File: src/rtl/mem_read_arbiter_if.sv
// Read-channel bundle between two requesting masters, the arbiter and one memory slave.
// slave modport is the arbiter's view; master modport is the masters-plus-memory environment.
interface mem_read_arbiter_if #(
  parameter int ADDR_W = 32
) ();
  logic [1:0]          m_ARvalid;
  logic [1:0]          m_ARready;
  logic [2*ADDR_W-1:0] m_ARdata;
  logic [5:0]          m_ARprot;
  logic [1:0]          m_Rvalid;
  logic [1:0]          m_RReady;
  logic [31:0]         m_Rdata;
  logic                s_ARvalid;
  logic                s_ARready;
  logic [ADDR_W-1:0]   s_ARdata;
  logic [2:0]          s_ARprot;
  logic                s_Rvalid;
  logic                s_RReady;
  logic [31:0]         s_Rdata;
  logic [1:0]          grant;

  modport slave (
    input  m_ARvalid, m_ARdata, m_ARprot, m_RReady, s_ARready, s_Rvalid, s_Rdata,
    output m_ARready, m_Rvalid, m_Rdata, s_ARvalid, s_ARdata, s_ARprot, s_RReady, grant
  );

  modport master (
    output m_ARvalid, m_ARdata, m_ARprot, m_RReady, s_ARready, s_Rvalid, s_Rdata,
    input  m_ARready, m_Rvalid, m_Rdata, s_ARvalid, s_ARdata, s_ARprot, s_RReady, grant
  );
endinterface

File: src/rtl/mem_read_arbiter.sv
// Two-master round-robin read arbiter onto one memory slave, one transaction in flight.
// Address phase is registered (ready pulse + s_ARvalid one cycle after the request); data phase is a combinational pass-through.
module mem_read_arbiter #(
  parameter int ADDR_W = 32
) (
  input logic clk,
  input logic rst,
  mem_read_arbiter_if.slave bus
);
  typedef enum logic [1:0] {IDLE, ADDR, DATA} state_t;

  state_t            state;
  logic              last;
  logic              owner;
  logic              pick;
  logic [1:0]        grant_q;
  logic [1:0]        ar_ready_q;
  logic              s_ar_valid_q;
  logic [ADDR_W-1:0] s_ar_data_q;
  logic [2:0]        s_ar_prot_q;
  logic              in_data;

  // Contested round goes to whoever did not win last; otherwise the lone requester.
  always_comb begin
    pick = 1'b0;
    if (bus.m_ARvalid == 2'b11) pick = ~last;
    else                        pick = bus.m_ARvalid[1];
  end

  always_ff @(posedge clk) begin
    if (rst) begin
      state        <= IDLE;
      last         <= 1'b1;
      owner        <= 1'b0;
      grant_q      <= 2'b00;
      ar_ready_q   <= 2'b00;
      s_ar_valid_q <= 1'b0;
      s_ar_data_q  <= '0;
      s_ar_prot_q  <= 3'b000;
    end else begin
      ar_ready_q <= 2'b00;
      case (state)
        IDLE: begin
          if (|bus.m_ARvalid) begin
            owner        <= pick;
            grant_q      <= pick ? 2'b10 : 2'b01;
            ar_ready_q   <= pick ? 2'b10 : 2'b01;
            s_ar_valid_q <= 1'b1;
            s_ar_data_q  <= pick ? bus.m_ARdata[2*ADDR_W-1:ADDR_W] : bus.m_ARdata[ADDR_W-1:0];
            s_ar_prot_q  <= pick ? bus.m_ARprot[5:3] : bus.m_ARprot[2:0];
            state        <= ADDR;
          end
        end
        ADDR: begin
          if (s_ar_valid_q && bus.s_ARready) begin
            s_ar_valid_q <= 1'b0;
            last         <= owner;
            state        <= DATA;
          end
        end
        DATA: begin
          if (bus.s_Rvalid && bus.m_RReady[owner]) begin
            grant_q <= 2'b00;
            state   <= IDLE;
          end
        end
        default: state <= IDLE;
      endcase
    end
  end

  // Data phase is gated by rst so a pending reset silences the response immediately.
  assign in_data = (state == DATA) && !rst;

  assign bus.grant     = grant_q;
  assign bus.m_ARready = ar_ready_q;
  assign bus.s_ARvalid = s_ar_valid_q;
  assign bus.s_ARdata  = s_ar_data_q;
  assign bus.s_ARprot  = s_ar_prot_q;
  assign bus.m_Rvalid  = in_data ? (grant_q & {2{bus.s_Rvalid}}) : 2'b00;
  assign bus.s_RReady  = in_data && bus.m_RReady[owner];
  assign bus.m_Rdata   = bus.s_Rdata;
endmodule

File: src/flat_wrapper.sv
// flat-port wrapper written by rule: the top's interface ports become plain ports
module mem_read_arbiter_flat 
#(
  parameter int ADDR_W = 32
)
  (clk, rst, bus_m_ARvalid, bus_m_ARdata, bus_m_ARprot, bus_m_RReady, bus_s_ARready, bus_s_Rvalid, bus_s_Rdata, bus_m_ARready, bus_m_Rvalid, bus_m_Rdata, bus_s_ARvalid, bus_s_ARdata, bus_s_ARprot, bus_s_RReady, bus_grant);
  mem_read_arbiter_if #(.ADDR_W(ADDR_W)) bus_i ();
  input logic clk;
  input logic rst;
  input wire logic [$bits(bus_i.m_ARvalid)-1:0] bus_m_ARvalid;
  input wire logic [$bits(bus_i.m_ARdata)-1:0] bus_m_ARdata;
  input wire logic [$bits(bus_i.m_ARprot)-1:0] bus_m_ARprot;
  input wire logic [$bits(bus_i.m_RReady)-1:0] bus_m_RReady;
  input wire logic [$bits(bus_i.s_ARready)-1:0] bus_s_ARready;
  input wire logic [$bits(bus_i.s_Rvalid)-1:0] bus_s_Rvalid;
  input wire logic [$bits(bus_i.s_Rdata)-1:0] bus_s_Rdata;
  output wire logic [$bits(bus_i.m_ARready)-1:0] bus_m_ARready;
  output wire logic [$bits(bus_i.m_Rvalid)-1:0] bus_m_Rvalid;
  output wire logic [$bits(bus_i.m_Rdata)-1:0] bus_m_Rdata;
  output wire logic [$bits(bus_i.s_ARvalid)-1:0] bus_s_ARvalid;
  output wire logic [$bits(bus_i.s_ARdata)-1:0] bus_s_ARdata;
  output wire logic [$bits(bus_i.s_ARprot)-1:0] bus_s_ARprot;
  output wire logic [$bits(bus_i.s_RReady)-1:0] bus_s_RReady;
  output wire logic [$bits(bus_i.grant)-1:0] bus_grant;
  assign bus_i.m_ARvalid = bus_m_ARvalid;
  assign bus_i.m_ARdata = bus_m_ARdata;
  assign bus_i.m_ARprot = bus_m_ARprot;
  assign bus_i.m_RReady = bus_m_RReady;
  assign bus_i.s_ARready = bus_s_ARready;
  assign bus_i.s_Rvalid = bus_s_Rvalid;
  assign bus_i.s_Rdata = bus_s_Rdata;
  assign bus_m_ARready = bus_i.m_ARready;
  assign bus_m_Rvalid = bus_i.m_Rvalid;
  assign bus_m_Rdata = bus_i.m_Rdata;
  assign bus_s_ARvalid = bus_i.s_ARvalid;
  assign bus_s_ARdata = bus_i.s_ARdata;
  assign bus_s_ARprot = bus_i.s_ARprot;
  assign bus_s_RReady = bus_i.s_RReady;
  assign bus_grant = bus_i.grant;
  mem_read_arbiter #(.ADDR_W(ADDR_W)) u_core (.clk(clk), .rst(rst), .bus(bus_i));
endmodule
File: config.mk
export PLATFORM = sky130hd
export DESIGN_NAME = mem_read_arbiter_flat
export DESIGN_NICKNAME = d
export VERILOG_FILES = /design/src/rtl/mem_read_arbiter_if.sv /design/src/rtl/mem_read_arbiter.sv /design/src/flat_wrapper.sv
export SDC_FILE = /design/constraint.sdc
export NUM_CORES = 1
export LEC_CHECK = 0
export CAP_MARGIN = 10
export CORE_MARGIN = 3
export CORE_UTILIZATION = 30
export CTS_CLUSTER_DIAMETER = 80
export CTS_CLUSTER_SIZE = 25
export DETAILED_ROUTE_END_ITERATION = 12
export PLACE_DENSITY = 0.76
export SYNTH_ARGS = -nofsm -noshare
export SYNTH_HDL_FRONTEND = slang
export SYNTH_SLANG_ARGS = --single-unit
File: constraint.sdc
create_clock -name clk -period 2.16 [get_ports clk]
set_clock_uncertainty 0.15 [all_clocks]
set_input_delay 0.54 -clock clk [delete_from_list [all_inputs] [get_ports clk]]
set_output_delay 0.54 -clock clk [all_outputs]
set_load 0.01 [all_outputs]
==> results of run 1 <==
==> per-stage QoR <==
step / util / hold WS (ps)
after floorplan: - / 300
after global placement: 0.486 / 293
after detailed placement: 0.486 / 299
after CTS: 0.502 / 322
after global routing: 0.503 / 338
final: 0.503 / 316
==> worst max-delay path, stage by stage <==
cell	delay [ps]
clkdlybuf4s50_1	490
nand3b_1	130
nor2_1	110
buf_2	140
==> worst min path at each step <==
stage	to	from	slack [ps]	depth (start not counted)
5_1_grt	u_core.bus.s_ARdata[7]	u_core.bus.s_ARdata[7]	340	1
2_1_floorplan	u_core.last	u_core.last	300	1
6_report	u_core.bus.s_ARprot[1]	u_core.bus.s_ARprot[1]	320	1
3_5_place_dp	u_core.bus.s_ARdata[5]	u_core.bus.s_ARdata[5]	300	1
3_3_place_gp	u_core.bus.s_ARdata[6]	u_core.bus.s_ARdata[6]	290	1
4_1_cts	u_core.bus.s_ARprot[1]	u_core.bus.s_ARprot[1]	320	1
==> routing by layer <==
metal,part of all wire,up-vias,track usage,wire (um)
li1,-,927,-,-
met1,0.42,870,0.165,2470
met2,0.48,100,0.232,2810
met3,0.089,16,0.0539,528
met4,0.016,0,0.0515,97
met5,0,-,0,0
==> cell type report <==
| class | instances | area (um^2) | area share |
|---|---|---|---|
| Tap cell | 96 | 120 | 0.0346 |
| Clock inverter | 1 | 30.0 | 0.00864 |
| Inverter | 25 | 93.8 | 0.0270 |
| Clock buffer | 7 | 96.3 | 0.0277 |
| Sequential cell | 44 | 881 | 0.254 |
| Multi-Input combinational cell | 103 | 878 | 0.253 |
| Timing Repair Buffer | 133 | 1380 | 0.396 |
==> cells in the final DEF, fill, tap and decap left out, drive strengths merged, types with 4 or more instances in the layout <==
cell           instances
a221o                 23
buf                   16
clkbuf                 7
clkdlybuf4s50        114
dfxtp                 44
inv                   25
mux2i                 13
nand2                  4
nor2                   5
nor3                  24
o2bb2ai               13
==> flip-flops by register name, indices dropped and copies added, names as in the netlist <==
register,count
u_core.bus.grant,2
u_core.bus.s_ARvalid,1
u_core.state,2
u_core.bus.s_ARdata,32
u_core.last,1
u_core.bus.m_ARready,2
u_core.owner,1
u_core.bus.s_ARprot,3
==> power groups by stage <==
stage,sequential (mW),clock (mW),combinational (mW)
3_3_place_gp,0.960,0,0.613
3_5_place_dp,0.961,0,0.620
2_1_floorplan,0.994,0,0.266
6_report,0.944,0.690,0.614
4_1_cts,0.944,0.713,0.621
5_1_grt,0.955,0.736,0.661
==> kinds of logic after synthesis <==
family | Yosys count | share of synthesized area
flops | 44 | 0.403
compound gates | 45 | 0.187
mux | 13 | 0.0596
simple gates | 45 | 0.151
buf+inv | 72 | 0.199
==> timing repair <==
item	4_1_cts	5_1_grt
pin swaps	2	1
gates cloned	0	0
resized for setup	13	3
endpoints found under the setup margin	3	1
==> reports/qor.yml, run 1 <==
run_status:
  run_status: "complete, no violations"
timing:
  finalHoldViolCount: 0
  setup_tns_ps: 0
  fin_ws_ps: 57.9
  rsz0062_at_grt: "false"
  finalCritPeriodShare: 0.973
  finalCriticalPeriod_ps: 2100
  max-slew-margin-rel: 0.785
  slew_viol_final: 0
  tightest_slew_ps: 321
  fmax_mhz: 476
  finalSetupViolCount: 0
worst_setup_path:
  reg2reg_depth: 4
  critPathLaunchType: "input pin"
  crit_path_end_kind: "output port"
  worstSetupStartpoint: "bus_s_Rvalid"
  ff2ff_setup_slack_ps: 600
  arrival_ps: 1410
  r2r-end: "u_core.bus.s_ARdata[17]"
  critPathRequiredTime_ps: 1470
  path_class: "input pin to output port"
  path_max_fanout: 3
  r2r-start: "u_core.state[1]"
  endpoint: "bus_m_Rvalid[1]"
worst_hold_path:
  holdCritPathClass: "flop to flop"
grt:
  grtUsageTotal: 0.141
  antenna_found_initial: 0
  grt_overflow: 0
  grt_pass1_vias: 1948
  grt_pass1_wl_um: 9520
  grt_max_degree: 21
run:
  maxCapViolations: 0
drt:
  drtIter0Drc: 38
  drt_wl_total_um: 5900
  drc: 0
  vias: 1913
  wire_per_inst_um: 14.4
  drt_first_pass_iters: 4
  ant_nets: 0
  vias_per_cell: 4.68
yosys:
  ys_seq_area_frac: 0.403
  netlist.top_cell.by_area: "dfxtp_1"
  async_flop_share: 0
  synthCells: 219
  synth.most_common_cell: "dfxtp_1"
  ys.flop_type: "dfxtp_1"
  ys_top_cells_by_area: "dfxtp_1, buf_4, a221o_1"
  yosys_warnings: 0
  synth-edff-count: 0
  syn_area_mm2: 0.00218
  synthDistinctLibCells: 30
  synth_nets: 329
  yosysTopAreaCellShare: 0.403
  synth_common_cells: "dfxtp_1, buf_4, inv_1"
  avgSynthCellArea_um2: 9.97
  ys_ff_latch: 44
power:
  p_leak_nw: 1.43
  vdd_drop_max_mv: 0.242
  power_frac_comb: 0.273
  internal_power_mw: 1.68
  clockPowerShare: 0.307
  power_density_mw_per_mm2: 647
  switchingPower_mw: 0.564
  p_sw_frac: 0.251
  p_total_mw: 2.25
  sequentialPowerShare: 0.420
clocking:
  htreeDepth: 2
  clkLatencyLatePin_ps: 290
  cts_tree: "yes"
  clock-sinks: 44
  clockBufferDepth: 2
  root_buffer: "clkbuf_8"
  holdBufCountCts: 0
  cts_buffers: 5
  path_clk_slew_ps: 80
  cts_setup_buffers: 0
layout:
  syn_to_final_growth_pct: 59.1
  diodes: 0
  n_fill_cell: 640
  fin_cells: 409
  drive_above_1_share: 0.147
  layout.nets: 422
  final_cell_area_mm2: 0.00347
placement:
  placed_area_mm2: 0.00336
  dp.cells: 401
  place_ws_ps: -393
  dp_hpwl_um: 4490
  routabilityCongestion: 0.755
  portBuffers: 120
floorplanning:
  pin_count: 185
  fp.dieArea_mm2: 0.00834
  rows: 30
  die_x_um: 91.3
  core_mm2: 0.00691
  initial_core_util: 0.316
  die_y_um: 91.3
(Power assumes the default switching activity.)
==> run 2, diff against run 1 <==
Settings changed: CORE_UTILIZATION 30 to 32, PLACE_DENSITY 0.76 to 0.81, TNS_END_PERCENT set to 5.
==> run 2 against run 1 <==
Effect of this change:
- via count rose by 1.1%
- count of clock-buffer cells in the layout down 2
- non-clock buffer count up 3
- largest power group unchanged
- critical endpoint is now bus_s_RReady
- die area decreased by 5.8%
- highest routed layer unchanged
- sequential power about the same
==> reports/qor.yml, run 2 (synthesis gave the netlist of run 1 again) <==
floorplanning:
  fp.dieArea_mm2: 0.00785  # -5.8%
  die_y_um: 88.6  # -3.0%
  pin_count: 185  # unchanged
  initial_core_util: 0.336  # +0.0200
  core_mm2: 0.00649  # -6.0%
  die_x_um: 88.6  # -3.0%
  rows: 29  # -3.3%
grt:
  antenna_found_initial: 0  # unchanged
  grt_overflow: 0  # unchanged
  grt_max_degree: 21  # unchanged
  grtUsageTotal: 0.148  # +0.00735
  grt_pass1_vias: 1886  # -3.2%
  grt_pass1_wl_um: 9050  # -4.9%
worst_hold_path:
  min_to: "u_core.bus.s_ARdata[7]"
  whs_path_depth: 1  # unchanged
  min-delay-start: "u_core.bus.s_ARdata[7]"
  holdCritPathClass: "flop to flop"
timing:
  finalCritPeriodShare: 0.966  # -0.00733
  rsz0062_at_grt: "false"
  finalSetupViolCount: 0  # unchanged
  fmax_mhz: 479  # +0.76%
  slew_viol_final: 0  # unchanged
  finalCriticalPeriod_ps: 2090  # -15.8 ps
  finalHoldViolCount: 0  # unchanged
  tightest_slew_ps: 321  # -0.143 ps
  max-slew-margin-rel: 0.785  # about the same
layout:
  regArea_um2: 881  # unchanged
  final_core_util: 0.525  # +0.0219
  syn_to_final_growth_pct: 56.2
  layout.nets: 425  # +0.71%
  final_common_cell: "clkdlybuf4s50_1"
  drive_above_1_share: 0.152  # +0.00493
  diodes: 0  # unchanged
  final_cell_area_mm2: 0.00341  # -1.9%
  largest_reg_flops: 32  # unchanged
  multi_input_area_um2: 875  # -0.43%
  n_fill_cell: 597  # -6.7%
  final_cell_mix: "clkdlybuf4s50_1, dfxtp_1, inv_1"
drt:
  vias: 1934  # +1.1%
  ant_nets: 0  # unchanged
  wire_per_inst_um: 15.2  # +5.6%
  drtIter0Drc: 39  # +2.6%
  drc: 0  # unchanged
  drt_wl_total_um: 5990  # +1.5%
  vias_per_cell: 4.92  # +5.2%
  drt_first_pass_iters: 4  # unchanged
worst_setup_path:
  critPathRequiredTime_ps: 1470  # about the same
  slowest_stage: "clkdlybuf4s50_1"
  ff2ff_setup_slack_ps: 580  # -20 ps
  slowest_delay_ps: 450  # -40 ps
  arrival_ps: 1400  # about the same
  reg2reg_depth: 4  # unchanged
  path_class: "input pin to output port"
  r2r-end: "u_core.bus.s_ARdata[29]"
  cpLargestDelayFamily: "buffers and inverters"
  crit_path_end_kind: "output port"
  critPathBufInv: 2  # unchanged
  path_cells: "clkdlybuf4s50_1 > mux2i_1 > nor3b_1 > buf_2"
  path_max_fanout: 2  # -1
  r2r-start: "u_core.state[0]"
  critPathLaunchType: "input pin"
clocking:
  holdBufCountCts: 0  # unchanged
  root_buffer: "clkbuf_8"
  path_clk_slew_ps: 100  # +20 ps
  clkLatencyLatePin_ps: 300  # about the same
  clock-sinks: 44  # unchanged
  htreeDepth: 2  # unchanged
  clockBufferDepth: 2  # unchanged
  cts_tree: "yes"
  cts_buffers: 5  # unchanged
power:
  switchingPower_mw: 0.594  # +5.4%
  internal_power_mw: 1.51  # -11%
  power_density_mw_per_mm2: 616  # -4.7%
  sequentialPowerShare: 0.449  # +0.029
  p_leak_nw: 1.40  # -1.8%
  vdd_drop_max_mv: 0.349  # +44%
  p_sw_frac: 0.283  # +0.0321
  power_frac_comb: 0.290  # +0.017
  clockPowerShare: 0.260  # -0.047
placement:
  portBuffers: 120  # unchanged
  routabilityCongestion: 0.799  # +5.8%
  placed_area_mm2: 0.00331  # -1.2%
  dp_hpwl_um: 4610  # +2.7%
run_status:
  run_status: "complete, no violations"
run:
  maxCapViolations: 0  # unchanged
run 2: per-layer routing:
layer / GRT usage / wire, um
met5: 0 / 0
met4: 0.0398 / 81
met3: 0.0475 / 405
met2: 0.256 / 3000
met1: 0.177 / 2500
run 2: final cells by class:
type,instances,area share
multi-input combinational,103,0.257
timing repair buffer,136,0.402
sequential,44,0.258
clock inverter,3,0.00734
inverter,25,0.0275
tap,77,0.0283
clock buffer,5,0.0202
run 2: what timing repair did:
item,in CTS,in global routing
endpoints found under the setup margin,3,2
endpoints found under the hold margin,0,0
resized for setup,13,1
setup buffers,1,1
pin swaps,1,1
run 2: how the worst max path moves through the flow:
stage | start | to | slack (ps) | depth (start not counted)
final | bus_m_RReady[1] | bus_s_RReady | 70 | 4
after global routing | bus_m_RReady[0] | bus_s_RReady | 8 | 4
after CTS | bus_s_Rvalid | bus_m_Rvalid[0] | 5 | 4
after detailed placement | bus_s_Rvalid | bus_m_Rvalid[0] | -430 | 4
after global placement | bus_s_Rvalid | bus_m_Rvalid[1] | -400 | 4
after floorplan | rst | u_core.bus.s_ARprot[2] | 470 | 6
run 2: through the flow:
stage          TNS, ps  total power, mW  setup slack, ps  std cells  hold slack, ps
2_1_floorplan        0             1.26              467        219             300
3_3_place_gp     -3240             1.57             -399        383             293
3_5_place_dp     -4390             1.58             -425        383             300
4_1_cts              0             2.13             5.30        392             324
5_1_grt              0             2.21             8.45        393             343
6_report             0             2.10             73.7        393             323
run 2: power by group through the flow:
| stage | logic [mW] | registers, mW | clock network, mW |
|---|---|---|---|
| after floorplan | 0.266 | 0.994 | 0 |
| after global placement | 0.607 | 0.958 | 0 |
| after detailed placement | 0.614 | 0.962 | 0 |
| after CTS | 0.617 | 0.945 | 0.569 |
| after global routing | 0.653 | 0.957 | 0.601 |
| final | 0.610 | 0.945 | 0.547 |
